--- src/rtl/he_hssi_tg_sequencer_if.sv ---
// AXI-S TX bus between the traffic-generator sequencer and the MAC TX input.
interface he_hssi_tg_sequencer_if #(
    parameter int unsigned DATA_W = 64
);
    logic                  tvalid;
    logic                  tready;
    logic [DATA_W-1:0]     tdata;
    logic [DATA_W/8-1:0]   tkeep;
    logic                  tlast;

    modport master (output tvalid, tdata, tkeep, tlast, input tready);
    modport slave  (input tvalid, tdata, tkeep, tlast, output tready);
endinterface

--- src/rtl/he_hssi_tg_sequencer.sv ---
// HE-HSSI traffic generator sequencer: emits a run of fixed/random-length AXI-S packets
// with incremental or PRBS payload and keeps packet / active-cycle counters for KPI.
module he_hssi_tg_sequencer #(
    parameter int unsigned DATA_W  = 64,
    parameter int unsigned LEN_W   = 16,
    parameter int unsigned MIN_LEN = 64,
    parameter int unsigned MAX_LEN = 1518,
    parameter int unsigned CNT_W   = 32
) (
    input  logic                      clk,
    input  logic                      rst_n,
    input  logic [CNT_W-1:0]          cfg_num_pkt,
    input  logic [LEN_W-1:0]          cfg_pkt_len,
    input  logic                      cfg_len_random,
    input  logic                      cfg_data_random,
    input  logic                      start,
    input  logic                      stop,
    he_hssi_tg_sequencer_if.master    tx,
    output logic                      busy,
    output logic                      done,
    output logic [CNT_W-1:0]          pkt_sent_cnt,
    output logic [CNT_W-1:0]          active_cycles
);

    localparam int unsigned BYTES = DATA_W / 8;
    localparam logic [15:0] LEN_SEED  = 16'hACE1;
    localparam logic [31:0] DATA_SEED = 32'hFFFF_FFFF;

    typedef enum logic [1:0] {
        IDLE = 2'd0,
        LOAD = 2'd1,
        SEND = 2'd2,
        DONE = 2'd3
    } state_t;

    state_t             state;
    logic [CNT_W-1:0]   num_pkt_q;
    logic [LEN_W-1:0]   len_fixed_q;
    logic               len_random_q;
    logic               data_random_q;
    logic [15:0]        len_lfsr;
    logic [31:0]        data_lfsr;
    logic [LEN_W-1:0]   rem;
    logic [LEN_W-1:0]   pos;
    logic               stop_seen;

    function automatic logic [LEN_W-1:0] clamp_len(input logic [LEN_W-1:0] l);
        if (l < LEN_W'(MIN_LEN)) return LEN_W'(MIN_LEN);
        if (l > LEN_W'(MAX_LEN)) return LEN_W'(MAX_LEN);
        return l;
    endfunction

    // x^16+x^14+x^13+x^11+1, Fibonacci, shifting left
    function automatic logic [15:0] len_step(input logic [15:0] s);
        return {s[14:0], s[15] ^ s[13] ^ s[12] ^ s[10]};
    endfunction

    // x^32+x^22+x^2+x+1, Fibonacci, shifting left
    function automatic logic [31:0] data_step(input logic [31:0] s);
        return {s[30:0], s[31] ^ s[21] ^ s[1] ^ s[0]};
    endfunction

    function automatic logic [BYTES-1:0] keep_of(input logic [LEN_W-1:0] r);
        logic [BYTES-1:0] k;
        for (int i = 0; i < BYTES; i++) k[i] = (LEN_W'(i) < r);
        return k;
    endfunction

    // Beat payload: byte i is the packet byte offset (pos+i) or the replicated PRBS word
    function automatic logic [DATA_W-1:0] beat_data(input logic [LEN_W-1:0] r,
                                                    input logic [LEN_W-1:0] p,
                                                    input logic [31:0]      lf,
                                                    input logic             rnd);
        logic [DATA_W-1:0] d;
        logic [BYTES-1:0]  k;
        k = keep_of(r);
        d = '0;
        for (int i = 0; i < BYTES; i++) begin
            if (k[i]) d[8*i +: 8] = rnd ? lf[8*(i%4) +: 8] : 8'(p + LEN_W'(i));
        end
        return d;
    endfunction

    function automatic logic [CNT_W-1:0] sat_inc(input logic [CNT_W-1:0] c);
        return (c == '1) ? c : c + CNT_W'(1);
    endfunction

    logic               hs;
    logic [15:0]        len_lfsr_nxt;
    logic [31:0]        data_lfsr_nxt;
    logic [LEN_W-1:0]   first_len;
    logic [LEN_W-1:0]   next_len;
    logic [LEN_W-1:0]   beat_rem;
    logic [LEN_W-1:0]   beat_pos;
    logic               final_pkt;

    always_comb begin
        hs            = tx.tvalid & tx.tready;
        len_lfsr_nxt  = len_step(len_lfsr);
        data_lfsr_nxt = data_step(data_lfsr);
        first_len     = len_random_q ? clamp_len(LEN_W'(len_lfsr[10:0])) : len_fixed_q;
        next_len      = len_random_q ? clamp_len(LEN_W'(len_lfsr_nxt[10:0])) : len_fixed_q;
        beat_rem      = rem - LEN_W'(BYTES);
        beat_pos      = pos + LEN_W'(BYTES);
        final_pkt     = (pkt_sent_cnt + CNT_W'(1)) == num_pkt_q;
    end

    always_ff @(posedge clk or negedge rst_n) begin
        if (!rst_n) begin
            state         <= IDLE;
            num_pkt_q     <= '0;
            len_fixed_q   <= '0;
            len_random_q  <= 1'b0;
            data_random_q <= 1'b0;
            len_lfsr      <= LEN_SEED;
            data_lfsr     <= DATA_SEED;
            rem           <= '0;
            pos           <= '0;
            stop_seen     <= 1'b0;
            tx.tvalid     <= 1'b0;
            tx.tdata      <= '0;
            tx.tkeep      <= '0;
            tx.tlast      <= 1'b0;
            busy          <= 1'b0;
            done          <= 1'b0;
            pkt_sent_cnt  <= '0;
            active_cycles <= '0;
        end else begin
            done <= 1'b0;
            case (state)
                IDLE: begin
                    if (start) begin
                        num_pkt_q     <= cfg_num_pkt;
                        len_fixed_q   <= clamp_len(cfg_pkt_len);
                        len_random_q  <= cfg_len_random;
                        data_random_q <= cfg_data_random;
                        len_lfsr      <= LEN_SEED;
                        data_lfsr     <= DATA_SEED;
                        stop_seen     <= 1'b0;
                        pkt_sent_cnt  <= '0;
                        active_cycles <= '0;
                        busy          <= 1'b1;
                        state         <= LOAD;
                    end
                end
                LOAD: begin
                    if (num_pkt_q == '0) begin
                        done  <= 1'b1;
                        state <= DONE;
                    end else begin
                        rem       <= first_len;
                        pos       <= '0;
                        tx.tvalid <= 1'b1;
                        tx.tdata  <= beat_data(first_len, '0, data_lfsr, data_random_q);
                        tx.tkeep  <= keep_of(first_len);
                        tx.tlast  <= (first_len <= LEN_W'(BYTES));
                        state     <= SEND;
                    end
                end
                SEND: begin
                    active_cycles <= sat_inc(active_cycles);
                    if (stop) stop_seen <= 1'b1;
                    if (hs) begin
                        data_lfsr <= data_lfsr_nxt;
                        if (tx.tlast) begin
                            pkt_sent_cnt <= sat_inc(pkt_sent_cnt);
                            len_lfsr     <= len_lfsr_nxt;
                            if (final_pkt || stop_seen || stop) begin
                                tx.tvalid <= 1'b0;
                                tx.tdata  <= '0;
                                tx.tkeep  <= '0;
                                tx.tlast  <= 1'b0;
                                done      <= 1'b1;
                                state     <= DONE;
                            end else begin
                                // next packet follows with no idle beat
                                rem      <= next_len;
                                pos      <= '0;
                                tx.tdata <= beat_data(next_len, '0, data_lfsr_nxt, data_random_q);
                                tx.tkeep <= keep_of(next_len);
                                tx.tlast <= (next_len <= LEN_W'(BYTES));
                            end
                        end else begin
                            rem      <= beat_rem;
                            pos      <= beat_pos;
                            tx.tdata <= beat_data(beat_rem, beat_pos, data_lfsr_nxt, data_random_q);
                            tx.tkeep <= keep_of(beat_rem);
                            tx.tlast <= (beat_rem <= LEN_W'(BYTES));
                        end
                    end
                end
                DONE: begin
                    busy  <= 1'b0;
                    state <= IDLE;
                end
                default: state <= IDLE;
            endcase
        end
    end

endmodule

--- src/flat_wrapper.sv ---
// flat-port wrapper written by rule: the top's interface ports become plain ports
module he_hssi_tg_sequencer_flat 
#(
    parameter int unsigned DATA_W  = 64,
    parameter int unsigned LEN_W   = 16,
    parameter int unsigned MIN_LEN = 64,
    parameter int unsigned MAX_LEN = 1518,
    parameter int unsigned CNT_W   = 32
)
  (clk, rst_n, cfg_num_pkt, cfg_pkt_len, cfg_len_random, cfg_data_random, start, stop, busy, done, pkt_sent_cnt, active_cycles, tx_tvalid, tx_tdata, tx_tkeep, tx_tlast, tx_tready);
  he_hssi_tg_sequencer_if #(.DATA_W(DATA_W)) tx_i ();
  input  logic clk;
  input  logic rst_n;
  input  logic [CNT_W-1:0] cfg_num_pkt;
  input  logic [LEN_W-1:0] cfg_pkt_len;
  input  logic cfg_len_random;
  input  logic cfg_data_random;
  input  logic start;
  input  logic stop;
  output logic busy;
  output logic done;
  output logic [CNT_W-1:0] pkt_sent_cnt;
  output logic [CNT_W-1:0] active_cycles;
  output wire logic [$bits(tx_i.tvalid)-1:0] tx_tvalid;
  output wire logic [$bits(tx_i.tdata)-1:0] tx_tdata;
  output wire logic [$bits(tx_i.tkeep)-1:0] tx_tkeep;
  output wire logic [$bits(tx_i.tlast)-1:0] tx_tlast;
  input wire logic [$bits(tx_i.tready)-1:0] tx_tready;
  assign tx_tvalid = tx_i.tvalid;
  assign tx_tdata = tx_i.tdata;
  assign tx_tkeep = tx_i.tkeep;
  assign tx_tlast = tx_i.tlast;
  assign tx_i.tready = tx_tready;
  he_hssi_tg_sequencer #(.DATA_W(DATA_W), .LEN_W(LEN_W), .MIN_LEN(MIN_LEN), .MAX_LEN(MAX_LEN), .CNT_W(CNT_W)) u_core (.clk(clk), .rst_n(rst_n), .cfg_num_pkt(cfg_num_pkt), .cfg_pkt_len(cfg_pkt_len), .cfg_len_random(cfg_len_random), .cfg_data_random(cfg_data_random), .start(start), .stop(stop), .tx(tx_i), .busy(busy), .done(done), .pkt_sent_cnt(pkt_sent_cnt), .active_cycles(active_cycles));
endmodule
--- config.mk ---
export PLATFORM = sky130hd
export DESIGN_NAME = he_hssi_tg_sequencer_flat
export DESIGN_NICKNAME = d
export VERILOG_FILES = /design/src/rtl/he_hssi_tg_sequencer_if.sv /design/src/rtl/he_hssi_tg_sequencer.sv /design/src/flat_wrapper.sv
export SDC_FILE = /design/constraint.sdc
export NUM_CORES = 1
export LEC_CHECK = 0
export CORE_UTILIZATION = 50
export CTS_BUF_LIST = sky130_fd_sc_hd__clkbuf_8
export DETAILED_ROUTE_END_ITERATION = 7
export PLACE_DENSITY_LB_ADDON = 0.1
export SLEW_MARGIN = 0
export SYNTH_ARGS = -nofsm -noshare
export SYNTH_HDL_FRONTEND = slang
export SYNTH_SLANG_ARGS = --single-unit
--- constraint.sdc ---
create_clock -name clk -period 4.11 [get_ports clk]
set_input_delay 1.233 -clock clk [delete_from_list [all_inputs] [get_ports clk]]
set_output_delay 1.233 -clock clk [all_outputs]
set_load 0.02 [all_outputs]
After elaboration in Yosys (flattened, before gate mapping)
Index checks and enable logic that the tools add are counted.

storage, ports and cells
  register bits after elaboration = 273
  input bits = 55
  output and inout port bits = 140
  logic and storage cells = 237

cells by class
  add/subtract/negate cells = 11
  magnitude comparators = 33
  equality and inequality tests = 15
  multiplexer cells = 135
  bitwise logic cells = 7
  reduce and logical (&&, ||, !) cells = 18

operators with widths
  kind                   count
  $mux 8                 52
  $mux 16                25
  $mux 64                4
  $mux 32                7
  $lt 3x16->1 const A    12
  $pmux 32 s2            3
  $pmux 64 s2            1
  $lt 1x16->1 const A    6
  $lt 2x16->1 const A    6
  $pmux 16 s2            3
  $add 32x1->32 const B  2
  $eq 32x32->1 const B   2
  $le 16x4->1 const B    3
  $add 8x3->8 const B    4
  $eq 32x32->1           1
  $logic_not 32->1       1
  $mux 1                 29
  $gt 11x11->1 const B   2
  $lt 11x7->1 const B    2
  $add 16x4->16 const B  1
  $add 8x2->8 const B    2
  $gt 16x11->1 const B   1
  $lt 16x7->1 const B    1
  $pmux 8 s2             1
  other kinds (19)       48

Depth between registers and ports, before layout
  depth in word-level cells = 15
  depth in mapped cells = 14
  depth with buffers taken out = 12

Least setup slack after synthesis
No wires, ideal clock.

  path type = reg2reg
  start point = reg u_core.pkt_sent_cnt[0]
  end point = reg u_core.state[1]
  setup time = 127 ps
  data arrival time = 3788 ps
  required time = 3983 ps
  slack = 194 ps
  cell stages (with the launch flop) = 14
  buffers on the path = 2
  period minus slack after synthesis = 3916 ps
  path through = dfrtp_1 -> ha_1 -> and2_0 -> clkbuf_1 -> and2_1 -> clkbuf_1 -> nand4_1 -> xnor2_1 -> or4_1 -> or4_4 -> o21a_1 -> or3_4 -> a21boi_2 -> mux2_1

between the ends
  word-level cells in the longest chain between the ends = 6

RTL lines
  element                            line                         source
  start, declared                    he_hssi_tg_sequencer.sv:21   output logic [CNT_W-1:0] pkt_sent_cnt,
  start signal, assigned             he_hssi_tg_sequencer.sv:166  pkt_sent_cnt <= sat_inc(pkt_sent_cnt);
  $add 32x1->32                      he_hssi_tg_sequencer.sv:105  final_pkt = (pkt_sent_cnt + CNT_W'(1)) == num_pkt_q;
  $eq 32x32->1                       he_hssi_tg_sequencer.sv:105
  $logic_or 1x1->1 (2 in series)     he_hssi_tg_sequencer.sv:168  if (final_pkt || stop_seen || stop) begin
  $ne 2x1->1 (no source line)        -
  $reduce_and 4->1 (no source line)  -
  end signal, assigned               he_hssi_tg_sequencer.sv:174  state <= DONE;
  end signal, assigned               he_hssi_tg_sequencer.sv:194  state <= IDLE;
  end signal, assigned               he_hssi_tg_sequencer.sv:196  default: state <= IDLE;
  end, declared                      he_hssi_tg_sequencer.sv:36   state_t state;

No other way between the ends.
A chain may end at the register's enable or synchronous reset.

Worst setup path after layout
  start point = reg u_core.pkt_sent_cnt[2]
  end point = reg u_core.state[1]

Same word-level chain as after synthesis.

==> impl_metrics.tcl <==
set metrics [dict create \
    status "finished clean" \
    die_area_um2 29700 \
    row_count 61 \
    cts_tree "yes" \
    clk_latency_ps 580 \
    r2r_start "u_core.pkt_sent_cnt[2]" \
    startpoint_type "flop" \
    area.growth.synth_to_final_pct 25.7 \
    yosys.cell_count.top_type "dfrtp_1" \
    track_usage_pct 30.1 \
    gp_congestion 0.956 \
    initial_core_util_pct 51.5 \
    hold_end "u_core.tx.tkeep[6]" \
    fill_cells 2344 \
    setup_viol 0 \
    drt-pass1-iter-count 5 \
    powerDensity_nw_per_um2 805 \
    fin_crit_ps 3910 \
    ys_seq_area_share_pct 45.5 \
    clock-root-buffer "clkbuf_8" \
    drc 0 \
    setup.worst_path.class "flop to flop" \
    combPwrFrac_pct 51.3 \
    p_switching_mw 6.57 \
    fmax_mhz 256 \
    switching_share_pct 44.7 \
    synth_cell_types 84 \
    clockBufferDepth 3 \
    grt_max_degree 86 \
    r2r-end "u_core.state[1]" \
    drt_wl_total_um 43900 \
    peakVddDrop_mv 0.354 \
    yosysWarnings 0 \
    reg2reg_depth 10 \
    rsz0062_at_grt "no" \
    grt_first_pass_wirelength_um 70500 \
    syn_nets 1708 \
    drv_slew 0 \
    synthTopCellsByCount "dfrtp_1, nor2_1, o21ai_0" \
    hold_path.class "flop to flop" \
    postCtsHoldBufs 0 \
    internal_power_mw 8.11 \
    grt_remaining_overflow 0 \
    whs_path_depth 2 \
    nets 1931 \
    clk_pin_slew_worst_paths_ps 60 \
    ys_ff_latch 262 \
    yosys.area.top_type "dfrtp_1" \
    syn_avg_cell_area_um2 8.83 \
    via_per_inst 6.06 \
    cts_max_level 2 \
    syn_area_um2 14500 \
    r2r_setup_slack_ps 200 \
    wl_per_cell_um 19.2 \
    synth_edf_count 0 \
    vias 13830 \
    fp.dieW_um 172 \
    place_hpwl_um 31100 \
    worst_pin_slew_ps 816 \
    drtIter0Drc 1244 \
    crit_required_ps 4560 \
    cts_sinks 262 \
    slew_headroom_pct 45.4 \
    grt_pass1_vias 13155 \
    hold_violations 0 \
    ant_nets 0 \
    synth_async_sr_flop_share_pct 100 \
    cp-end-kind "flop" \
    cts_made_buffers 47 \
    cap_violations 0 \
    pwr-share-clk_pct 17.4 \
    synthTopCellsByArea "dfrtp_1, dfstp_2, o21ai_0" \
    worst-path-max-fanout 9 \
    die_h_um 172 \
    io_pins 195 \
    antenna_found_initial 0 \
    synth_top_area_share_pct 38.3 \
    finalSetupTns_ps 0 \
    drive_above_1_share_pct 13.8 \
    place.port_buffers 194 \
    finalCritPeriodShare_pct 95.2 \
    ys.flop_type "dfrtp_1" \
    seqPwrFrac_pct 31.3 \
    n_antenna_cell 0 \
    min-delay-start "u_core.tx.tkeep[6]" \
    clock_skew_ps 21.9 \
    leakage_nw 7.57 \
    arrival_ps 4370 \
    utilization_pct 64.8 \
    core-area_um2 28200 \
    syn_inst 1643 \
]
area by class of cell:
| cell class | count | area, um2 | share of cell area [%] |
|---|---|---|---|
| repair buffers | 271 | 2590 | 14.2 |
| inverters | 49 | 184 | 1.01 |
| clock inverters | 23 | 120 | 0.658 |
| well taps | 378 | 473 | 2.59 |
| flip-flops and latches | 262 | 6610 | 36.2 |
| multi-input cells | 1235 | 7390 | 40.5 |
| clock buffers | 64 | 881 | 4.83 |
power by group through the flow:
| stage | Combinational (mW) | Sequential (mW) | Clock (mW) |
|---|---|---|---|
| after global placement | 7.32 | 4.57 | 0 |
| after floorplan | 4.53 | 4.66 | 0 |
| after detailed placement | 7.42 | 4.60 | 0 |
| final | 7.53 | 4.59 | 2.56 |
| after CTS | 7.46 | 4.56 | 2.60 |
| after global routing | 8.30 | 4.68 | 2.71 |
worst max path at each step:
stage | from | to | slack, ps | depth (start not counted)
finish | u_core.pkt_sent_cnt[2] | u_core.state[1] | 200 | 10
global route | u_core.pkt_sent_cnt[2] | u_core.tx.tdata[43] | 4 | 11
CTS | u_core.pkt_sent_cnt[2] | u_core.tx.tdata[25] | 30 | 11
detailed placement | start | u_core.active_cycles[29] | 50 | 11
global placement | start | u_core.active_cycles[23] | 110 | 11
floorplan | u_core.pkt_sent_cnt[0] | u_core.state[1] | 190 | 13
worst max-delay path: stages (launching register included):
cell and delay (ps):
dfrtp_1 480, and3_1 390, nand4_1 270, nor4_1 400, o22ai_1 120, or4_1 540
or4_4 480, o21a_1 230, or3_4 400, a21boi_2 150, mux2_1 330
sequential cells by signal, indices dropped and copies added, names as in the netlist, 2 cells and up:
| register | flops |
|---|---|
| u_core.tx.tdata | 64 |
| u_core.pkt_sent_cnt | 32 |
| u_core.tx.tkeep | 8 |
| u_core.data_lfsr | 32 |
| u_core.state | 2 |
| u_core.len_fixed_q | 16 |
| u_core.pos | 5 |
| u_core.active_cycles | 32 |
| u_core.len_lfsr | 16 |
| u_core.num_pkt_q | 32 |
| u_core.rem | 16 |
logic make-up (layout without fill, tap and decap cells):
logic type / count (synthesis) / after routing / share of synthesized area, %
buf+inv: 146 / 407 / 3.94
mux: 40 / 40 / 3.09
compound gates: 518 / 518 / 22.4
simple gates: 590 / 590 / 19.5
flops: 262 / 262 / 45.5
fa+ha+maj: 10 / 10 / 0.862
xor+xnor: 77 / 77 / 4.65
stage by stage:
stage | area [um2] | std cells | hold slack (ps) | setup slack [ps] | power [mW]
after detailed placement | 17200 | 2193 | 460 | 52.4 | 12.0
final | 18200 | 2282 | 469 | 197 | 14.7
after global placement | 17200 | 2193 | 454 | 112 | 11.9
after floorplan | 14500 | 1643 | 469 | 194 | 9.19
after CTS | 18200 | 2280 | 472 | 32.7 | 14.6
after global routing | 18200 | 2282 | 510 | 4.06 | 15.7
cells in the final DEF, fill, tap and decap left out, types with 6 or more instances in the layout:
| cell | netlist | layout |
|---|---|---|
| dfrtp_1 | 222 | 220 |
| clkdlybuf4s50_1 | 0 | 193 |
| nor2_1 | 193 | 192 |
| o21ai_0 | 174 | 174 |
| nand2_1 | 172 | 171 |
| a21oi_1 | 99 | 97 |
| buf_4 | 2 | 72 |
| inv_1 | 49 | 64 |
| clkbuf_8 | 0 | 64 |
| a31oi_1 | 47 | 47 |
| nand3_1 | 43 | 43 |
| dfstp_2 | 40 | 40 |
| xnor2_1 | 39 | 39 |
| xor2_1 | 38 | 38 |
| mux2_2 | 37 | 37 |
| nor3_1 | 36 | 36 |
| nand4_1 | 28 | 28 |
| o31ai_1 | 27 | 27 |
| o22ai_1 | 21 | 21 |
| o221ai_1 | 21 | 21 |
| nor4_1 | 20 | 19 |
| and2_1 | 17 | 18 |
| and3_1 | 15 | 15 |
| or4_1 | 10 | 10 |
| a22oi_1 | 10 | 10 |
| or3_1 | 9 | 9 |
| a21boi_0 | 9 | 9 |
| o22a_1 | 9 | 9 |
| ha_1 | 10 | 9 |
| a211oi_1 | 8 | 8 |
| a21o_1 | 9 | 8 |
| a32oi_1 | 8 | 8 |
| a22o_1 | 8 | 8 |
| and4_1 | 8 | 7 |
| nand2b_1 | 7 | 7 |
| o211ai_1 | 7 | 7 |
| clkinv_2 | 0 | 6 |
repair_timing:
item                       in CTS  in global routing
resized for setup               0                  6
buffers inserted                0                  2
setup endpoints to repair       0                 39
hold endpoints to repair        0                  0
routing by layer:
metal / vias up / GRT usage (%) / routed length, um
met1: 6667 / 40.9 / 19000
met2: 603 / 47.4 / 20200
li1: 6453 / - / -
met3: 107 / 5.01 / 3130
met5: - / 0 / 0
met4: 0 / 13.2 / 1590
Power figures use the tool's default switching activity.
